### config.mk
export PLATFORM = sky130hd
export DESIGN_NAME = count_sampler
export DESIGN_NICKNAME = d
export VERILOG_FILES = /design/src/rtl/count_sampler_pkg.sv /design/src/rtl/bus_sync2.sv /design/src/rtl/count_sampler.sv
export SDC_FILE = /design/constraint.sdc
export NUM_CORES = 1
export LEC_CHECK = 0
export ABC_CLOCK_PERIOD_IN_PS = 4940
export CAP_MARGIN = 15
export CORE_AREA = 2 2 68 70
export CTS_BUF_LIST = sky130_fd_sc_hd__clkbuf_4 sky130_fd_sc_hd__clkbuf_8
export CTS_CLUSTER_DIAMETER = 60
export DETAILED_ROUTE_END_ITERATION = 12
export DIE_AREA = 0 0 70 72
export GPL_TIMING_DRIVEN = 1
export PLACE_DENSITY = 0.83
export SETUP_SLACK_MARGIN = 0.15
export SLEW_MARGIN = 20
export SYNTH_ARGS = -nofsm -noshare
export SYNTH_HDL_FRONTEND = slang
export SYNTH_SLANG_ARGS = --single-unit
export TNS_END_PERCENT = 1
### constraint.sdc
create_clock -name clk -period 4.94 [get_ports clk]
set_input_delay 0.494 -clock clk [delete_from_list [all_inputs] [get_ports clk]]
set_output_delay 0.494 -clock clk [all_outputs]
set_load 0.01 [all_outputs]
### src/rtl/count_sampler_pkg.sv
// Shared types and defaults for the ripple-counter sampler.
// Build option: COUNT_SAMPLER_DELTA_EN enables the delta (advance since last capture) path.
package count_sampler_pkg;

    typedef enum logic [1:0] {
        ST_IDLE,
        ST_SETTLE,
        ST_HOLD
    } state_t;

    localparam int DEF_WIDTH   = 8;
    localparam int DEF_SETTLE  = 2;
    localparam int DEF_TIMEOUT = 15;

    // Width of the settle-match and timeout counters.
    localparam int CNT_W = 8;
    typedef logic [CNT_W-1:0] cnt_t;

endpackage

### src/rtl/bus_sync2.sv
// Two-flop synchronizer for a multi-bit bus that changes asynchronously to clk.
module bus_sync2 #(
    parameter int WIDTH = 8
) (
    input  logic             clk,
    input  logic             reset,
    input  logic [WIDTH-1:0] d,
    output logic [WIDTH-1:0] q
);

    logic [WIDTH-1:0] s1_reg;
    logic [WIDTH-1:0] s2_reg;

    // Each bit is synchronized on its own; bus coherence is restored downstream.
    generate
        for (genvar gi = 0; gi < WIDTH; gi++) begin : g_bit
            always_ff @(posedge clk) begin
                if (reset) begin
                    s1_reg[gi] <= 1'b0;
                    s2_reg[gi] <= 1'b0;
                end else begin
                    s1_reg[gi] <= d[gi];
                    s2_reg[gi] <= s1_reg[gi];
                end
            end
        end
    endgenerate

    assign q = s2_reg;

endmodule

### src/rtl/count_sampler.sv
// Samples a free-running ripple counter once it has settled, with a timeout fallback.
// Build option: COUNT_SAMPLER_DELTA_EN builds the last-capture register and subtractor.
module count_sampler
    import count_sampler_pkg::*;
#(
    parameter int WIDTH   = DEF_WIDTH,
    parameter int SETTLE  = DEF_SETTLE,
    parameter int TIMEOUT = DEF_TIMEOUT
) (
    input  logic             clk,
    input  logic             reset,
    input  logic [WIDTH-1:0] cnt_in,
    input  logic             sample_req,
    output logic             busy,
    output logic             out_valid,
    input  logic             out_ready,
    output logic [WIDTH-1:0] sample_val,
    output logic [WIDTH-1:0] delta,
    output logic             settle_err
);

    localparam cnt_t SETTLE_C  = cnt_t'(SETTLE);
    localparam cnt_t TIMEOUT_C = cnt_t'(TIMEOUT);

    logic [WIDTH-1:0] s2;
    logic [WIDTH-1:0] prev_reg;
    state_t           state_reg;
    cnt_t             eq_cnt_reg;
    cnt_t             tmo_cnt_reg;
    cnt_t             eq_cnt_next;
    cnt_t             tmo_cnt_next;
    logic [WIDTH-1:0] sample_val_reg;
    logic             settle_err_reg;
    logic             out_valid_reg;
    logic             busy_reg;
`ifdef COUNT_SAMPLER_DELTA_EN
    logic [WIDTH-1:0] last_reg;
    logic [WIDTH-1:0] delta_reg;
`endif

    bus_sync2 #(
        .WIDTH(WIDTH)
    ) u_sync (
        .clk  (clk),
        .reset(reset),
        .d    (cnt_in),
        .q    (s2)
    );

    always_comb begin
        tmo_cnt_next = tmo_cnt_reg + cnt_t'(1);
        eq_cnt_next  = '0;
        if (s2 == prev_reg) begin
            eq_cnt_next = eq_cnt_reg + cnt_t'(1);
        end
    end

    always_ff @(posedge clk) begin
        if (reset) begin
            prev_reg       <= '0;
            state_reg      <= ST_IDLE;
            eq_cnt_reg     <= '0;
            tmo_cnt_reg    <= '0;
            sample_val_reg <= '0;
            settle_err_reg <= 1'b0;
            out_valid_reg  <= 1'b0;
            busy_reg       <= 1'b0;
`ifdef COUNT_SAMPLER_DELTA_EN
            last_reg       <= '0;
            delta_reg      <= '0;
`endif
        end else begin
            prev_reg <= s2;
            case (state_reg)
                ST_IDLE: begin
                    if (sample_req) begin
                        eq_cnt_reg  <= '0;
                        tmo_cnt_reg <= '0;
                        busy_reg    <= 1'b1;
                        state_reg   <= ST_SETTLE;
                    end
                end
                ST_SETTLE: begin
                    tmo_cnt_reg <= tmo_cnt_next;
                    eq_cnt_reg  <= eq_cnt_next;
                    // A stable match takes priority over a simultaneous timeout.
                    if (eq_cnt_next == SETTLE_C || tmo_cnt_next == TIMEOUT_C) begin
                        sample_val_reg <= s2;
                        settle_err_reg <= (eq_cnt_next != SETTLE_C);
                        out_valid_reg  <= 1'b1;
                        state_reg      <= ST_HOLD;
`ifdef COUNT_SAMPLER_DELTA_EN
                        delta_reg      <= s2 - last_reg;
                        last_reg       <= s2;
`endif
                    end
                end
                ST_HOLD: begin
                    if (out_ready) begin
                        out_valid_reg <= 1'b0;
                        busy_reg      <= 1'b0;
                        state_reg     <= ST_IDLE;
                    end
                end
                default: begin
                    out_valid_reg <= 1'b0;
                    busy_reg      <= 1'b0;
                    state_reg     <= ST_IDLE;
                end
            endcase
        end
    end

    assign busy       = busy_reg;
    assign out_valid  = out_valid_reg;
    assign sample_val = sample_val_reg;
    assign settle_err = settle_err_reg;
`ifdef COUNT_SAMPLER_DELTA_EN
    assign delta      = delta_reg;
`else
    assign delta      = '0;
`endif

endmodule

==> summary.txt <==
Mapped cell area -> 2270 µm²
Cell breakdown of the critical path -> nor2b_1 -> nand4_1 -> nor3_2 -> a21o_1 -> mux2_4
Power Dens Cells -> 287 nW/µm²
Leading cell types in the layout, fill and taps excluded -> 53 x dfxtp_1, 34 x nor2b_1, 27 x nor2_1
WP depth -> 5
Gr ovfl total -> 0
Psw -> 170 µW
Gr usage total -> 0.155
Skew-Pair Late Insertion Delay -> 300 ps
Average routed wire per standard cell -> 11.7 µm
Leak Pwr -> 0.00104 µW
RSZ-0062 raised after global routing -> no
Core box area -> 4260 µm²
CTS tree -> built
Max clock buf depth -> 2
Post-synthesis register bit count -> 53
Overall Power -> 738 µW
Met2 usage -> 0.251
Final max-slew violation count -> 0
Status -> completed
Post-DP HPWL -> 2660 µm
Maximum vdd drop -> 0.000191 V
Largest net degree at the start of global routing -> 29
Endpoints failing setup -> 0
Via count -> 1621
Clk root buf -> clkbuf_8
WP buf/inv -> 0
Die footprint -> 5040 µm²
Most common cell after layout, fill and taps aside -> dfxtp_1
Slew @ Worst Pin -> 943 ps
Core Rows -> 24
First-pass GRT wire length -> 6250 µm
Setup repair bufs after CTS -> 0
Synth area leaders -> dfxtp_1 47%, nor2b_1 9.4%, mux2_4 5.3%, nor2_1 4.5%, a21oi_1 4.0%
TritonCTS Sinks -> 53
Detailed Route WL -> 3700 µm
Die height -> 72 µm
Hold Path Depth -> 1
Post-CTS resize count -> 0
Placer Congestion -> 0.734
Pre-CTS WS -> 2420 ps
Yosys top cell by area -> dfxtp_1
CP peak stage delay -> 490 ps
R2R cell count -> 5
Slew HR -> 0.369
Final ANT Viol Nets -> 0
Final hold violations -> 0
Slowest CP cell -> nand4_1
Port buffer count -> 22
Final setup margin -> 2410 ps
Asr flop ratio synth -> 0
Initial Util -> 0.531
Cells after Synth -> 242
Worst Hold Class -> register to register
Post-DR vias/cell -> 5.15
Power share of the sequential group -> 0.603
Clk network pwr share -> 0.327
GR peak layer -> met2
Critical path type -> register to register
Initial antenna violation count -> 0
Met1 Resource Use GR -> 0.200
Final non-filler cell total -> 315
IO Pins -> 31
CTS buffer count -> 5
Fmax -> 395 MHz
Clock Skews -> 7.12 ps
Reg clk slew, reported paths -> 90 ps
# H-tree levels -> 2
Logic gate share of total power -> 0.070
Number of global-route vias before repair -> 1403
N_diodes -> 0
CP required -> 5140 ps
P_int -> 568 µW
GRT met3 Usage -> 0.0375
1st-iter DRT viols -> 52
Nets -> 277
Synth top area share -> 0.468
DRC -> 0
Die width -> 70 µm
Area delta synth->final -> 13.5%
Tmin final -> 2530 ps
Max_cap viols -> 0
CP top delay family -> simple AND/OR/NAND/NOR gates
Setup TNS Final -> 0 ps
Number of distinct library cells after synthesis -> 40
Net Sw Frac -> 0.231
CP Capture Type -> register
Yosys warnings -> 0
Register area share after synthesis -> 0.468
EDFF count, synth -> 0
Placed Cells -> 307
Pre-antenna DRT Iters -> 4
Share of cells above drive strength 1 -> 0.0837
CP arrival -> 2730 ps
CP Launch Type -> register
Final Cycle Share -> 0.512
Critical Path Fanout Max -> 15
Hold Buf Count CTS -> 0
Primary FF master, synth -> dfxtp_1
Post-Syn Area per Cell -> 9.36 µm²
## layer usage
layer / vias to the layer above / routed length [µm]
met3: 5 / 110
met1: 740 / 1770
li1: 853 / -
met2: 23 / 1760
met5: - / 0
met4: 0 / 63
## Yosys cell counts, types with 6 or more instances
cell / n
dfxtp_1: 53
nor2b_1: 34
nor2_1: 27
a21oi_1: 18
o21ai_0: 10
xor2_1: 10
buf_4: 8
mux2_4: 8
nand3_1: 7
and3_1: 6
clkbuf_1: 6
nand2_1: 6
nor3_1: 6
## path summary, 6_finish.rpt
kind / start / end / slack [ps]
max: state_reg[0]$_SDFFE_PP0P_ / sample_val[5]$_SDFFE_PP0P_ / 2410
min: u_sync.s1_reg[6]$_SDFF_PP0_ / u_sync.q[6]$_SDFF_PP0_ / 440
max reg2reg: state_reg[0]$_SDFFE_PP0P_ / sample_val[5]$_SDFFE_PP0P_ / 2410
min reg2reg: u_sync.s1_reg[6]$_SDFF_PP0_ / u_sync.q[6]$_SDFF_PP0_ / 440
## power groups by stage
stage / clock (µW) / combinational (µW) / sequential (µW)
2_1_floorplan: 0 / 40.9 / 452
3_3_place_gp: 0 / 51.4 / 454
3_5_place_dp: 0 / 52.0 / 455
4_1_cts: 247 / 52.3 / 445
5_1_grt: 262 / 59.1 / 447
6_report: 241 / 52.0 / 445
## stage by stage
stage / instance area (µm²) / hold WS (ps) / utilization
after global placement: 2480 / 420 / 0.582
after CTS: 2570 / 450 / 0.603
after global routing: 2570 / 471 / 0.603
final: 2570 / 444 / 0.603
after floorplan: 2290 / 414 / -
after detailed placement: 2480 / 427 / 0.582
## layout make-up
cell class                      instances  area [µm²]
Clock buffer                            6        76.3
Clock inverter                          2        13.8
Multi-Input combinational cell        176        1120
Timing Repair Buffer                   23         228
Sequential cell                        53        1060
Tap cell                               52        65.1
Fill cell                             375        1690
Inverter                                3        11.3
## kinds of logic after synthesis
kind of cell	share of synthesized area
mux	0.0624
fa+ha+maj	0.0166
other cells	0.00165
simple gates	0.250
buf+inv	0.0508
compound gates	0.104
xor+xnor	0.0464
flops	0.468
Power figures use the tool's default switching activity.
